===== src/rtl/citron_bus_arbiter.sv =====
// Round-robin arbiter and sequencer for the shared Citron device bus.
// Runs one bus transaction at a time, with read-stall wait, match error and stall timeout.
module citron_bus_arbiter #(
   parameter int unsigned N_REQ   = 2,
   parameter int unsigned TIMEOUT = 1024
) (
   input  logic                  clk_i,
   input  logic                  rst_i,
   input  logic [N_REQ-1:0]      m_req_i,
   input  logic [N_REQ-1:0]      m_wr_i,
   input  logic [8*N_REQ-1:0]    m_addr_i,
   input  logic [32*N_REQ-1:0]   m_wdata_i,
   output logic [N_REQ-1:0]      m_gnt_o,
   output logic [N_REQ-1:0]      m_done_o,
   output logic [31:0]           m_rdata_o,
   output logic                  m_err_o,
   output logic                  busy_o,
   output logic [7:0]            citron_addr_o,
   output logic                  citron_rdy_o,
   output logic                  citron_wr_o,
   output logic [31:0]           citron_writedata_o,
   input  logic [31:0]           citron_readdata_i,
   input  logic                  citron_stall_i,
   input  logic                  citron_match_i
);

   localparam int unsigned IdxW = (N_REQ > 1) ? $clog2(N_REQ) : 1;
   localparam int unsigned CntW = (TIMEOUT > 1) ? $clog2(TIMEOUT + 1) : 1;
   localparam logic [N_REQ-1:0] Lsb = N_REQ'(1);

   typedef enum logic [1:0] {StIdle, StIssue, StRwait, StDone} state_e;

   state_e            state_q;
   logic [IdxW-1:0]   last_q;
   logic [IdxW-1:0]   win_q;
   logic [CntW-1:0]   cnt_q;
   logic [N_REQ-1:0]  gnt_q;
   logic [N_REQ-1:0]  done_q;
   logic [31:0]       rdata_q;
   logic              err_q;
   logic [7:0]        addr_q;
   logic              rdy_q;
   logic              wr_q;
   logic [31:0]       wdata_q;

   logic [IdxW-1:0]   arb_idx;
   logic              arb_valid;
   logic              timeout_hit;

   // First requesting master after the previous winner, wrapping modulo N_REQ.
   always_comb begin
      int unsigned cand;
      cand      = 0;
      arb_valid = 1'b0;
      arb_idx   = '0;
      for (int unsigned k = 1; k <= N_REQ; k++) begin
         cand = (32'(last_q) + k) % N_REQ;
         if (!arb_valid && m_req_i[cand]) begin
            arb_valid = 1'b1;
            arb_idx   = IdxW'(cand);
         end
      end
   end

   assign timeout_hit = (TIMEOUT != 0) && ((32'(cnt_q) + 32'd1) == TIMEOUT);

   always_ff @(posedge clk_i) begin
      if (rst_i) begin
         state_q <= StIdle;
         last_q  <= IdxW'(N_REQ - 1);
         win_q   <= '0;
         cnt_q   <= '0;
         gnt_q   <= '0;
         done_q  <= '0;
         rdata_q <= '0;
         err_q   <= 1'b0;
         addr_q  <= '0;
         rdy_q   <= 1'b0;
         wr_q    <= 1'b0;
         wdata_q <= '0;
      end else begin
         gnt_q  <= '0;
         done_q <= '0;
         rdy_q  <= 1'b0;
         unique case (state_q)
            StIdle: begin
               if (arb_valid) begin
                  win_q   <= arb_idx;
                  last_q  <= arb_idx;
                  addr_q  <= m_addr_i[8*arb_idx +: 8];
                  wr_q    <= m_wr_i[arb_idx];
                  wdata_q <= m_wdata_i[32*arb_idx +: 32];
                  gnt_q   <= Lsb << arb_idx;
                  rdy_q   <= 1'b1;
                  state_q <= StIssue;
               end
            end
            StIssue: begin
               if (wr_q) begin
                  // Writes complete without waiting; only the match response matters.
                  err_q   <= ~citron_match_i;
                  done_q  <= Lsb << win_q;
                  state_q <= StDone;
               end else begin
                  cnt_q   <= '0;
                  state_q <= StRwait;
               end
            end
            StRwait: begin
               if (!citron_stall_i) begin
                  rdata_q <= citron_readdata_i;
                  err_q   <= ~citron_match_i;
                  done_q  <= Lsb << win_q;
                  state_q <= StDone;
               end else if (timeout_hit) begin
                  rdata_q <= '0;
                  err_q   <= 1'b1;
                  done_q  <= Lsb << win_q;
                  state_q <= StDone;
               end else begin
                  cnt_q <= cnt_q + CntW'(1);
               end
            end
            StDone: begin
               addr_q  <= '0;
               wr_q    <= 1'b0;
               wdata_q <= '0;
               state_q <= StIdle;
            end
            default: state_q <= StIdle;
         endcase
      end
   end

   assign m_gnt_o            = gnt_q;
   assign m_done_o           = done_q;
   assign m_rdata_o          = rdata_q;
   assign m_err_o            = err_q;
   assign busy_o             = (state_q != StIdle);
   assign citron_addr_o      = addr_q;
   assign citron_rdy_o       = rdy_q;
   assign citron_wr_o        = wr_q;
   assign citron_writedata_o = wdata_q;

endmodule


===== config.mk =====
export PLATFORM = sky130hd
export DESIGN_NAME = citron_bus_arbiter
export DESIGN_NICKNAME = d
export VERILOG_FILES = /design/src/rtl/citron_bus_arbiter.sv
export SDC_FILE = /design/constraint.sdc
export NUM_CORES = 1
export LEC_CHECK = 0
export BUFFER_PORTS_ARGS = -buffer_cell sky130_fd_sc_hd__buf_2
export CAP_MARGIN = 40
export CORE_MARGIN = 8
export CORE_UTILIZATION = 40
export DETAILED_ROUTE_END_ITERATION = 10
export GPL_TIMING_DRIVEN = 0
export PLACE_DENSITY = 0.73
export REMOVE_ABC_BUFFERS = 1
export SLEW_MARGIN = 20
export SYNTH_ARGS = -nofsm -noshare
export SYNTH_HDL_FRONTEND = slang
export SYNTH_SLANG_ARGS = --single-unit

===== constraint.sdc =====
create_clock -name clk_i -period 7.5 [get_ports clk_i]
set_clock_uncertainty 0.2 [all_clocks]
set_input_delay 0.75 -clock clk_i [delete_from_list [all_inputs] [get_ports clk_i]]
set_output_delay 0.75 -clock clk_i [all_outputs]
set_load 0.05 [all_outputs]

==> results of run 1 <==
==> power breakdown <==
group	internal, mW	switching, mW
clock	0.196	0.173
sequential	0.583	0.0535
combinational	0.253	0.640
total	1.03	0.867
==> metrics by stage <==
| stage | cells | area (um^2) | hold slack [ns] | power [mW] |
|---|---|---|---|---|
| after global routing | 890 | 5770 | 0.284 | 2.01 |
| after floorplan | 530 | 4210 | 0.216 | 1.24 |
| final | 890 | 5770 | 0.249 | 1.90 |
| after global placement | 869 | 5380 | 0.227 | 1.46 |
| after CTS | 890 | 5770 | 0.252 | 1.91 |
| after detailed placement | 875 | 5550 | 0.238 | 1.54 |
==> kinds of logic (layout without fill, tap and decap cells) <==
family	Yosys count	in the layout	share of synthesized area, %
xor gates and xnor gates	2	2	0.398
and+or+nand+nor	191	191	19.1
adders and majority gates	7	7	1.99
muxes	1	1	0.227
DFF	94	94	42.7
AOI/OAI and AO/OA	227	227	30.4
buffers and inverters	56	228	5.20
==> routing by layer <==
metal	track usage (%)	vias to the layer above
met5	0	-
met1	23.2	2253
met2	32.6	191
met4	5.62	0
met3	5.40	13
li1	-	2396
==> flip-flops by register name, indices dropped and copies added, names as in the netlist <==
signal,flops
m_err_o,1
m_gnt_o,2
citron_wr_o,1
last_q,1
citron_writedata_o,32
m_rdata_o,32
win_q,1
m_done_o,2
state_q,2
citron_rdy_o,1
cnt_q,11
citron_addr_o,8
==> worst min-delay path, delay by kind of cell (launching register included) <==
family	cells	cell delay (ns)
AOI/OAI and AO/OA	1	0.05
buffers and inverters	1	0.05
DFF	1	0.32
==> layout make-up <==
class / instances / area share [%]
well taps: 140 / 3.04
clock inverters: 3 / 1.19
inverters: 8 / 0.521
repair buffers: 205 / 19.9
multi-input cells: 428 / 40.2
clock buffers: 12 / 2.52
flip-flops and latches: 94 / 32.6
==> how the worst max path moves through the flow <==
stage / slack, ns / start / to / cells after the start
3_3_place_gp: 3.53 / state_q[0] / cnt_q[5] / 7
3_5_place_dp: 4.30 / cnt_q[0] / m_rdata_o[25] / 7
6_report: 4.29 / cnt_q[0] / m_rdata_o[25] / 7
4_1_cts: 4.28 / cnt_q[0] / m_rdata_o[25] / 7
5_1_grt: 4.10 / cnt_q[0] / m_rdata_o[2] / 7
2_1_floorplan: 4.47 / state_q[0] / cnt_q[9] / 8
==> cell usage in the layout, fill, tap and decap left out, types with 3 or more instances in the layout <==
cell type    n
nor4_1       4
a211oi_1    34
nand2_1     97
and3_1       7
o21ai_0      8
nor2_1      48
nor3_1       5
nand4_1      9
a211o_1      4
nand3_1      5
buf_16       4
a21oi_1    157
buf_2      198
a32oi_1      3
and3_4       3
o211ai_1     3
ha_1         7
dfxtp_1     94
inv_1        6
clkbuf_8    10
==> impl_metrics.ini, run 1 <==
[global_route]
grt_pass1_vias = 4666
track_usage_pct = 19.2
antenna_found_initial = 0
grt-ovfl-total = 0
grt_pass1_wl_um = 23100
grt_max_degree = 46

[route]
drt-pass1-iter-count = 5
wl_um = 14700
maxUsedRoutingLayer = met4
postRouteAntennaNets = 0
wl_met2_um = 6990
drtIter0Drc = 434
vias = 4853
wl_met3_um = 1340
wl_per_cell_um = 16.6
via_per_inst = 5.45
drc_errors = 0
wl_met1_um = 6260

[setup_path]
reg2reg_from = cnt_q[0]
path_delay_family = simple AND/OR/NAND/NOR gates
cpPeakStageDelay_ns = 0.62
regToRegSetupSlack_ns = 4.29
crit_top_cell = and3_4
slowest_stage = a2111o_1
timing.rr.end = m_rdata_o[25]
worstSetupEndpointType = flop
rr_worst_depth = 7
crit_required_ns = 7.51
worst-path-buf-inv = 0
cp_cell_sequence = ha_1 -> and3_4 -> and3_4 -> nand4_1 -> a2111o_1 -> nand2_2 -> a211oi_1
path_class = reg2reg
start_kind = flop
crit_arrival_ns = 3.22
crit_fanout = 32

[clocking]
cts_setup_buffers = 0
cts_sinks = 94
htree_levels = 3
cts_buffers = 9
cts_buffer_depth = 2
post_cts_resized = 0
root_buffer = clkbuf_8
cts.clk_slew.worst_paths_ns = 0.09
clk_latency_ns = 0.36
hold_buffers = 0
cts_tree = yes

[synth]
synthArstFlopShare_pct = 0
yosys_warnings = 0
yosysSeqAreaShare_pct = 42.7
syn_avg_cell_area_um2 = 7.62
synth_edf_count = 0
synth.most_common_cell = a21oi_1
synthTopCellsByCount = a21oi_1, nand2_1, dfxtp_1
synth_top_area_cell = dfxtp_1
syn_area_um2 = 4410
synth_seq_cells = 94
syn_inst = 578
yosysTopAreaCellShare_pct = 42.7
ys.flop_type = dfxtp_1
ys_types = 46
synthTopCellsByArea = dfxtp_1, a21oi_1, nand2_1, a211oi_1, nor2_1

[min_path]
holdPathStages = 2
min_to = m_err_o
hold_path.class = reg2reg
min_from = m_err_o

[finish]
area_delta_synth_final_pct = 30.9
fill_cells = 1050
seqCellArea_um2 = 1880
multi_input_area_um2 = 2320
n_antenna_cell = 0
fin_nets = 873
drive_gt1_share_pct = 30.8
final_util_pct = 53.4

[timing]
tightest_slew_ns = 0.787
rsz0062_at_grt = no
final-setup-viol-count = 0
slew_headroom_pct = 47.3
hold_violations = 0
fin_crit_sh_pct = 42.8
clock.fmax_ghz = 0.311
slew_violations = 0
fin_ws_ns = 4.29
finalSetupTns_ns = 0
period_needed_ns = 3.21

[place]
hpwl_um = 10800
pre_cts_slack_ns = 4.30
routabilityCongestion = 0.892
place.port_buffers = 199

[pwr]
ir_drop_v = 0.000164
power.leakage_nw = 2.63
p_per_area_nw_per_um2 = 329

[status]
status = completed

[floorplanning]
start_util_pct = 40.8
die_h_um = 121
pin_count = 200
dieArea_um2 = 14600
rows = 38
fp.coreArea_um2 = 10800
die_x_um = 121

[run]
cap_violations = 0
No activity file was read; power rests on OpenSTA's default activity.
==> run 2, diff against run 1 <==
clock period = 3.3 ns   (was 7.5 ns; I/O delays follow)
==> impl_metrics.ini, run 2 (synthesis results as in run 1) <==
[clocking]
clk_latency_ns = 0.36
root_buffer = clkbuf_8
cts_sinks = 94
cts.clk_slew.worst_paths_ns = 0.09
cts_buffer_depth = 2
hold_buffers = 0
cts_buffers = 9
cts_tree = yes
htree_levels = 3

[global_route]
track_usage_pct = 19.2
grt_max_degree = 46
grt_pass1_vias = 4666
grt-ovfl-total = 0
antenna_found_initial = 0
grt_pass1_wl_um = 23100

[timing]
hold_violations = 0
tightest_slew_ns = 0.787
slew_violations = 0
rsz0062_at_grt = no
final-setup-viol-count = 0
period_needed_ns = 3.06
fin_crit_sh_pct = 92.7
clock.fmax_ghz = 0.327
slew_headroom_pct = 47.3
whs_ns = 0.0456
finalSetupTns_ns = 0

[setup_path]
path_class = reg2reg
crit_path_start = cnt_q[0]
worstSetupEndpointType = flop
timing.rr.end = state_q[0]
start_kind = flop
rr_worst_depth = 7
crit_arrival_ns = 3.11
reg2reg_from = cnt_q[0]
crit_required_ns = 3.35
worstSetupEndpoint = state_q[0]
crit_fanout = 10
regToRegSetupSlack_ns = 0.24

[floorplanning]
start_util_pct = 40.8
die_h_um = 121
fp.coreArea_um2 = 10800
dieArea_um2 = 14600
die_x_um = 121
rows = 38
pin_count = 200

[route]
drt-pass1-iter-count = 5
wl_um = 14800
postRouteAntennaNets = 0
wl_met1_um = 6290
via_per_inst = 5.44
wl_met3_um = 1310
vias = 4844
wl_per_cell_um = 16.6
wl_met2_um = 7000
maxUsedRoutingLayer = met4
drtIter0Drc = 417
drc_errors = 0

[finish]
final_common_cell = buf_2
fin_nets = 873
final_cell_mix = buf_2, a21oi_1, nand2_1, dfxtp_1, nor2_1
final_util_pct = 53.5
area_delta_synth_final_pct = 31.0
drive_gt1_share_pct = 30.8
n_antenna_cell = 0

[place]
place.port_buffers = 199
hpwl_um = 10800
routabilityCongestion = 0.892

[run]
cap_violations = 0

[pwr]
ir_drop_v = 0.000373
p_per_area_nw_per_um2 = 748
power.leakage_nw = 2.63

[status]
status = completed

[min_path]
hold_path.class = in2reg
[run 2: how the worst min path moves through the flow]
stage / to / slack (ns) / startpoint / cells past startpoint
final: m_err_o / 0.05 / citron_match_i / 3
after detailed placement: m_err_o / 0.24 / m_err_o / 2
after global placement: m_err_o / 0.23 / m_err_o / 2
after floorplan: cnt_q[1] / 0.20 / rst_i / 1
after global routing: m_err_o / 0.04 / citron_match_i / 3
after CTS: m_err_o / 0.03 / citron_match_i / 3
[run 2: where the power goes]
group | total [mW] | internal, mW | switching, mW | leakage, nW
combinational | 2.03 | 0.574 | 1.46 | 1.76
sequential | 1.45 | 1.33 | 0.122 | 0.766
clock | 0.840 | 0.446 | 0.394 | 0.107
total | 4.32 | 2.35 | 1.97 | 2.63
[run 2: metrics by stage]
| stage | area, um^2 | setup WS [ns] | power (mW) | instances |
|---|---|---|---|---|
| floorplan | 4210 | 0.270 | 2.83 | 530 |
| global placement | 5380 | -0.666 | 3.32 | 869 |
| detailed placement | 5550 | 0.0995 | 3.50 | 875 |
| CTS | 5770 | 0.0755 | 4.35 | 890 |
| global route | 5770 | 0.0624 | 4.57 | 890 |
| finish | 5770 | 0.241 | 4.32 | 890 |
[run 2: critical path, cell delays in order (launching register included)]
cell       delay, ns
dfxtp_1         0.51
ha_1            0.36
and3_4          0.24
and3_4          0.19
nand4_1         0.20
a2111oi_4       0.71
o21ai_1         0.23
o221a_1         0.31
[run 2: area by class of cell]
cell class	count	area (um^2)
clock buffer	12	145
clock inverter	3	68.8
fill	1047	5020
inverter	8	30.0
multi-input combinational	428	2320
sequential	94	1880
tap	140	175
timing repair buffer	205	1150
[run 2: what timing repair did]
| action | CTS | global route |
|---|---|---|
| setup buffers | 0 | 0 |
| resized for setup | 0 | 1 |
| endpoints found under the setup margin | 0 | 32 |
[run 2: layer usage]
layer | vias to the layer above | track usage (%)
li1 | 2402 | -
met1 | 2248 | 23.2
met2 | 182 | 32.6
met3 | 12 | 5.40
met4 | 0 | 5.62
met5 | - | 0
==> run 3, diff against run 2 <==
CORE_UTILIZATION = 43   (was 40)
PLACE_DENSITY = 0.8   (was 0.73)
clock period = 2.5 ns   (was 3.3 ns; I/O delays follow)
==> impl_metrics.ini, run 3 (synthesis results as in run 1) <==
[status]
status = completed

[route]
drt-pass1-iter-count = 5
vias = 5108
wl_per_cell_um = 17.2
wl_um = 15900
drtIter0Drc = 475
postRouteAntennaNets = 0
via_per_inst = 5.53
drc_errors = 0

[run]
cap_violations = 0

[setup_path]
crit_arrival_ns = 2.56
crit_fanout = 5
crit_required_ns = 2.58
start_kind = flop
worst-path-buf-inv = 1
cp_cell_sequence = ha_4 -> and3_4 -> and3_4 -> or3_4 -> a2111o_2 -> buf_12 -> nand4_1 -> a32o_2
path_delay_family = simple AND/OR/NAND/NOR gates
rr_worst_depth = 8
slowest_stage = a2111o_2
crit_top_cell = and3_4
path_class = reg2reg
worstSetupEndpointType = flop
cp.depth = 8
cpPeakStageDelay_ns = 0.52

[global_route]
grt_pass1_vias = 4974
use_met2_pct = 38.7
track_usage_pct = 22.1
busiest_layer = met2
grt_max_degree = 46
gr-usage-met3_pct = 5.90
grt_pass1_wl_um = 24000
grtUsageMet1_pct = 24.5
antenna_found_initial = 0
grt-ovfl-total = 0

[finish]
final_cell_area_um2 = 6160
drive_gt1_share_pct = 34.0
fin_nets = 910
final_common_cell = buf_2
final_cell_mix = buf_2, a21oi_1, nand2_1, dfxtp_1, nor2_1
area_delta_synth_final_pct = 39.9
n_antenna_cell = 0

[floorplanning]
dieArea_um2 = 13700
die_h_um = 117
pin_count = 200
fp.coreArea_um2 = 10100
start_util_pct = 43.5
rows = 37
die_x_um = 117

[place]
pre_cts_slack_ns = -0.724
hpwl_um = 10600
place_area_um2 = 5490
routabilityCongestion = 0.903
place.port_buffers = 199

[min_path]
holdPathStages = 3
hold_path.class = in2reg

[timing]
slew_violations = 0
clock.fmax_ghz = 0.404
fin_crit_sh_pct = 99.0
hold_violations = 0
tightest_slew_ns = 0.795
slew_headroom_pct = 46.8
rsz0062_at_grt = yes
period_needed_ns = 2.47
fin_ws_ns = 0.0262
final-setup-viol-count = 0

[clocking]
cts_sinks = 94
cts.clk_slew.worst_paths_ns = 0.09
cts_buffers = 9
clk_latency_ns = 0.35
cts_buffer_depth = 2
cts_tree = yes
root_buffer = clkbuf_8
htree_levels = 3

[pwr]
ir_drop_v = 0.000392
p_per_area_nw_per_um2 = 921
power.leakage_nw = 2.80
## run 3: cell count changes in the layout (fill, tap and decap cells not counted), moves of 3 or more
cell           delta
dfxtp_1           -5
dlygate4sd3_1    +19
a211oi_1          -3
dfxtp_2           +3
clkinv_2          +3
buf_4            +12
nand2_8           +3
a211oi_2          +3
## run 3: layout make-up
class / count / area, um^2
Fill cell: 880 / 3980
Multi-Input combinational cell: 432 / 2440
Sequential cell: 94 / 1890
Timing Repair Buffer: 238 / 1430
Tap cell: 136 / 170
Clock buffer: 10 / 128
Clock inverter: 6 / 62.6
Inverter: 8 / 33.8
## run 3: final timing paths
check | startpoint | end | slack [ns]
worst min-delay path | citron_readdata_i[17] | m_rdata_o[17] | 0.03
worst min register to register | m_err_o | m_err_o | 0.25
worst max register to register | cnt_q[0] | cnt_q[2] | 0.03
worst max-delay path | cnt_q[0] | cnt_q[2] | 0.03
## run 3: worst min-delay path: cells and delay by family
family / cells / cell delay (ns)
buffers and inverters: 1 / 0.11
AOI/OAI and AO/OA: 2 / 0.18
## run 3: routing by layer
| metal | wire length [um] | share of wire (%) |
|---|---|---|
| met2 | 7860 | 49 |
| met4 | 346 | 2.2 |
| met5 | 0 | 0 |
| met1 | 6140 | 39 |
| met3 | 1580 | 9.9 |
## run 3: report_power, final
group	total, mW	switching [mW]	leakage, nW	internal [mW]
combinational	2.78	1.98	1.93	0.800
clock	0.988	0.526	0.100	0.462
sequential	1.91	0.154	0.769	1.75
total	5.68	2.66	2.80	3.01
## run 3: repair_timing
item,4_1_cts,5_1_grt
hold buffers,19,0
setup buffers,14,2
endpoints found under the setup margin,48,62
resized for setup,13,16
gates cloned,4,0
endpoints found under the hold margin,19,0
pin swaps,6,7
## run 3: metrics by stage
step / utilization [%] / hold slack (ns) / total power [mW] / TNS, ns / std cells
4_1_cts: 60.2 / 0.0000545 / 5.65 / 0 / 922
5_1_grt: 60.8 / 0.00743 / 6.00 / -0.0568 / 924
6_report: 60.8 / 0.0276 / 5.68 / 0 / 924
3_5_place_dp: 54.1 / 0.242 / 4.57 / -27.21 / 869
3_3_place_gp: 53.0 / 0.236 / 4.37 / -81.07 / 865
2_1_floorplan: - / 0.119 / 3.73 / -20.54 / 530
